==> config.mk <==
export PLATFORM = sky130hd
export DESIGN_NAME = sweep_ctrl
export DESIGN_NICKNAME = d
export VERILOG_FILES = /design/src/rtl/sweep_pkg.sv /design/src/rtl/sweep_cnt.sv /design/src/rtl/sweep_ctrl.sv
export SDC_FILE = /design/constraint.sdc
export NUM_CORES = 1
export LEC_CHECK = 0
export ABC_CLOCK_PERIOD_IN_PS = 2200
export CAP_MARGIN = 20
export CORE_UTILIZATION = 45
export DETAILED_ROUTE_END_ITERATION = 12
export PLACE_DENSITY = 0.75
export SYNTH_ARGS = -nofsm -noshare
export SYNTH_HDL_FRONTEND = slang
export SYNTH_SLANG_ARGS = --single-unit
==> constraint.sdc <==
create_clock -name ck -period 2.2 [get_ports ck]
set_clock_uncertainty 0.1 [all_clocks]
set_input_delay 0.66 -clock ck [delete_from_list [all_inputs] [get_ports ck]]
set_output_delay 0.66 -clock ck [all_outputs]
set_load 0.1 [all_outputs]
==> src/rtl/sweep_pkg.sv <==
// Shared types and defaults for the sweep sequencer.
package sweep_pkg;

    localparam int unsigned SWEEP_N_DEFAULT = 4;

    typedef enum logic [1:0] {
        StIdle = 2'd0,
        StLoad = 2'd1,
        StRun  = 2'd2,
        StDone = 2'd3
    } sweep_state_e;

endpackage

==> src/rtl/sweep_cnt.sv <==
// Loadable N-bit up/down counter; load takes priority over enable.
module sweep_cnt
    import sweep_pkg::*;
#(
    parameter int unsigned N = SWEEP_N_DEFAULT
) (
    input  logic         ck,
    input  logic         rn,
    input  logic         load,
    input  logic         en,
    input  logic         up,
    input  logic [N-1:0] val,
    output logic [N-1:0] cnt
);

    logic [N-1:0] cnt_q, cnt_d;

    // Next count: load wins, otherwise step in the requested direction (wraps mod 2^N).
    always_comb begin
        cnt_d = cnt_q;
        if (load) begin
            cnt_d = val;
        end else if (en) begin
            cnt_d = up ? cnt_q + N'(1) : cnt_q - N'(1);
        end
    end

    // Counter register.
    always_ff @(posedge ck or negedge rn) begin
        if (!rn) begin
            cnt_q <= '0;
        end else begin
            cnt_q <= cnt_d;
        end
    end

    assign cnt = cnt_q;

endmodule

==> src/rtl/sweep_ctrl.sv <==
// Command-driven sweep sequencer around a loadable up/down counter.
// Optional round-trip (bounce) sweeps are enabled by defining SWEEP_BOUNCE_EN.
module sweep_ctrl
    import sweep_pkg::*;
#(
    parameter int unsigned N = SWEEP_N_DEFAULT
) (
    input  logic         ck,
    input  logic         rn,
    input  logic         cmd_valid,
    output logic         cmd_ready,
    input  logic [N-1:0] cmd_start,
    input  logic [N-1:0] cmd_end,
    input  logic         cmd_up,
`ifdef SWEEP_BOUNCE_EN
    input  logic         cmd_bounce,
`endif
    input  logic         step,
    input  logic         abort,
    output logic [N-1:0] cnt,
    output logic         busy,
    output logic         done
);

    sweep_state_e state_q, state_d;
    logic [N-1:0] start_q, start_d;
    logic [N-1:0] end_q, end_d;
    logic         up_q, up_d;
    logic         bounce_q, bounce_d;
    // Set once the outbound leg of a bounce sweep has reached end.
    logic         leg_q, leg_d;

    logic         bounce_in;
    logic         cnt_load;
    logic         cnt_en;
    logic [N-1:0] cnt_nxt;
    logic [N-1:0] target;

`ifdef SWEEP_BOUNCE_EN
    assign bounce_in = cmd_bounce;
`else
    assign bounce_in = 1'b0;
`endif

    assign cnt_nxt = up_q ? cnt + N'(1) : cnt - N'(1);
    assign target  = leg_q ? start_q : end_q;

    // Next-state and counter control; abort beats step and end detection.
    always_comb begin
        state_d  = state_q;
        start_d  = start_q;
        end_d    = end_q;
        up_d     = up_q;
        bounce_d = bounce_q;
        leg_d    = leg_q;
        cnt_load = 1'b0;
        cnt_en   = 1'b0;
        unique case (state_q)
            StIdle: begin
                if (cmd_valid) begin
                    start_d  = cmd_start;
                    end_d    = cmd_end;
                    up_d     = cmd_up;
                    bounce_d = bounce_in;
                    leg_d    = 1'b0;
                    state_d  = StLoad;
                end
            end
            StLoad: begin
                if (abort) begin
                    state_d = StIdle;
                end else begin
                    cnt_load = 1'b1;
                    state_d  = (start_q == end_q) ? StDone : StRun;
                end
            end
            StRun: begin
                if (abort) begin
                    state_d = StIdle;
                end else if (step) begin
                    cnt_en = 1'b1;
                    if (cnt_nxt == target) begin
                        if (bounce_q && !leg_q) begin
                            leg_d = 1'b1;
                            up_d  = ~up_q;
                        end else begin
                            state_d = StDone;
                        end
                    end
                end
            end
            StDone: begin
                state_d = StIdle;
            end
        endcase
    end

    // State and latched command registers.
    always_ff @(posedge ck or negedge rn) begin
        if (!rn) begin
            state_q  <= StIdle;
            start_q  <= '0;
            end_q    <= '0;
            up_q     <= 1'b0;
            bounce_q <= 1'b0;
            leg_q    <= 1'b0;
        end else begin
            state_q  <= state_d;
            start_q  <= start_d;
            end_q    <= end_d;
            up_q     <= up_d;
            bounce_q <= bounce_d;
            leg_q    <= leg_d;
        end
    end

    sweep_cnt #(
        .N (N)
    ) u_cnt (
        .ck   (ck),
        .rn   (rn),
        .load (cnt_load),
        .en   (cnt_en),
        .up   (up_q),
        .val  (start_q),
        .cnt  (cnt)
    );

    // Status outputs decoded from the state register only.
    always_comb begin
        cmd_ready = (state_q == StIdle);
        busy      = (state_q == StLoad) || (state_q == StRun);
        done      = (state_q == StDone);
    end

endmodule

==> results_dict.tcl <==
set metrics [dict create \
    clock-root-buffer "clkbuf_4" \
    critPathTopFamily "adder cells" \
    vias_per_cell 5.54 \
    synth-edff-count 0 \
    track_usage_pct 20.8 \
    syn_inst 90 \
    start_util_pct 49.3 \
    rsz0062_at_grt "yes" \
    syn_nets 112 \
    dp_hpwl_um 1910 \
    synthFlopType "dfrtp_1" \
    async_flop_share_pct 100 \
    fin_crit_sh_pct 98.0 \
    place_inst 149 \
    die-width_um 49.1 \
    wl_um 2250 \
    critPathRequiredTime_ps 2280 \
    critPathBufInv 2 \
    final_antenna_net_count 0 \
    clk_pin_slew_ps 100 \
    first_global_vias 895 \
    ys_ff_latch 15 \
    worstSetupPathType "reg2reg" \
    critical_path.startpoint_type "flop" \
    cp.arrival_ps 2240 \
    die-area_sq_mm 0.00241 \
    clock_latency_ps 290 \
    slew_headroom_pct 79.2 \
    cts_inserted_buffers 3 \
    maxCapViolations 0 \
    setup_viol 0 \
    synth_area_sq_um 997 \
    dr.pass1.iters 4 \
    grt_pass1_wl_um 3790 \
    wl_per_cell_um 14.7 \
    ios 21 \
    final_cells 153 \
    layout_min_cycle_time_ps 2160 \
    via_count 847 \
    postLayoutCoreUtil_pct 72.0 \
    drt-initial-drc-count 20 \
    area_delta_synth_final_pct 45.9 \
    synth-seq-area-share_pct 37.6 \
    synth_cell_types 32 \
    num_rows 16 \
    critPathMaxStageDelay_ps 610 \
    drv_slew 0 \
    die_y_um 49.1 \
    nets 149 \
    cts.sinks 15 \
    hp-class "reg2reg" \
    ys.warnings.count 0 \
    final_layout_size_suffix_gt1_share_pct 34.9 \
    crit_fanout 2 \
    gp_congestion 0.870 \
    io_buffer_count 20 \
    syn_avg_cell_area_sq_um 11.1 \
    overflow 0 \
    tightest_slew_ps 311 \
    cts_tree "built" \
    antenna_found_initial 0 \
    htreeDepth 1 \
    clockBufferDepth 2 \
    grt_max_degree 16 \
    fmax_ghz 0.464 \
    hold_violations 0 \
    cp-end-kind "flop" \
    core_area_sq_mm 0.00202 \
    drcViolationCount 0 \
    status "completed" \
    fillCellCount 140 \
    cp_cell_sequence "inv_2, fa_2, xnor2_2, nor4_2, buf_4, and4b_1, or3_1" \
    antenna_cells_inserted 0 \
    cpMaxStageDelayCell "fa_2" \
]
[flip-flops by register name, indices dropped and copies added, names as in the netlist]
name       count
u_cnt.cnt      4
state_q        2
up_q           1
start_q        4
end_q          4
[what timing repair did]
| item | in CTS | in global routing |
|---|---|---|
| buffers inserted | 0 | 0 |
| hold buffers | 0 | 0 |
| pin swaps | 0 | 1 |
| endpoints found under the setup margin | 1 | 2 |
| resized for setup | 1 | 0 |
[per-layer routing]
metal | GRT usage, % | up-vias | routed length, um
met4 | 10.3 | 0 | 38
met3 | 1.87 | 5 | 81
met1 | 25.1 | 417 | 934
met2 | 36.8 | 24 | 1200
li1 | - | 401 | -
met5 | 0 | - | 0
[kinds of logic after synthesis]
group | share of synthesized area, %
AOI/OAI and AO/OA | 14.6
adders and majority gates | 10.8
xor gates and xnor gates | 10.7
buffers and inverters | 3.01
DFF | 37.6
and+or+nand+nor | 13.2
muxes | 10.2
[placed cells by master (no fill, tap or decap), drive strengths merged, types with 2 or more instances in the layout]
cell	instances
xor2	4
nor3	4
ha	7
clkbuf	3
a221o	2
mux2	9
nand2	4
a21oi	7
buf	20
xnor2	3
nor2b	3
nand3	3
inv	6
a21o	2
xnor3	2
clkdlybuf4s50	13
dfrtp	15
a22oi	2
nand2b	4
[synthesized netlist by cell type (2+ instances only)]
cell type / number / area [sq um]
dfrtp_1: 15 / 375
mux2_2: 8 / 90.1
ha_1: 7 / 87.6
a21oi_1: 6 / 30.0
inv_1: 6 / 22.5
nand2_1: 4 / 15.0
nand2b_1: 4 / 25.0
nor3_1: 4 / 20.0
xor2_1: 4 / 35.0
nand3_1: 3 / 15.0
xnor2_1: 3 / 26.3
a21o_1: 2 / 15.0
a221o_1: 2 / 20.0
a22oi_1: 2 / 15.0
nor2b_1: 2 / 12.5
xnor3_1: 2 / 45.0
[final cells by class]
type / count / area (sq um) / area share (%)
flip-flops and latches: 15 / 387 / 26.6
well taps: 27 / 33.8 / 2.32
inverters: 6 / 22.5 / 1.55
clock buffers: 3 / 22.5 / 1.55
clock inverters: 1 / 5.00 / 0.344
multi-input cells: 68 / 617 / 42.4
repair buffers: 33 / 368 / 25.3
[worst paths after layout]
path / end / cells past startpoint / slack, ps / from
max: state_q[1]$_DFFE_PN0P_ / 7 / 40 / u_cnt.cnt[1]$_DFFE_PN0P_
min: start_q[1]$_DFFE_PN0P_ / 1 / 480 / start_q[1]$_DFFE_PN0P_
max reg2reg: state_q[1]$_DFFE_PN0P_ / 7 / 40 / u_cnt.cnt[1]$_DFFE_PN0P_
min reg2reg: start_q[1]$_DFFE_PN0P_ / 1 / 480 / start_q[1]$_DFFE_PN0P_
max in group asynchronous: u_cnt.cnt[1]$_DFFE_PN0P_ / 2 / 1240 / rn
min in group asynchronous: up_q$_DFFE_PN0P_ / 2 / 560 / rn
[per-stage QoR]
stage / hold WS, ps / setup slack [ps] / instance area [sq um] / TNS (ps)
floorplan: 264 / -78.0 / 1030 / -78.0
CTS: 482 / 37.0 / 1460 / 0
detailed placement: 460 / -41.5 / 1420 / -41.5
global route: 495 / -31.8 / 1460 / -31.8
finish: 476 / 43.2 / 1460 / 0
global placement: 450 / -6.32 / 1420 / -6.32
Power is not shown: default switching activity piles up to over one toggle a cycle in this logic, so the estimate is an artifact.
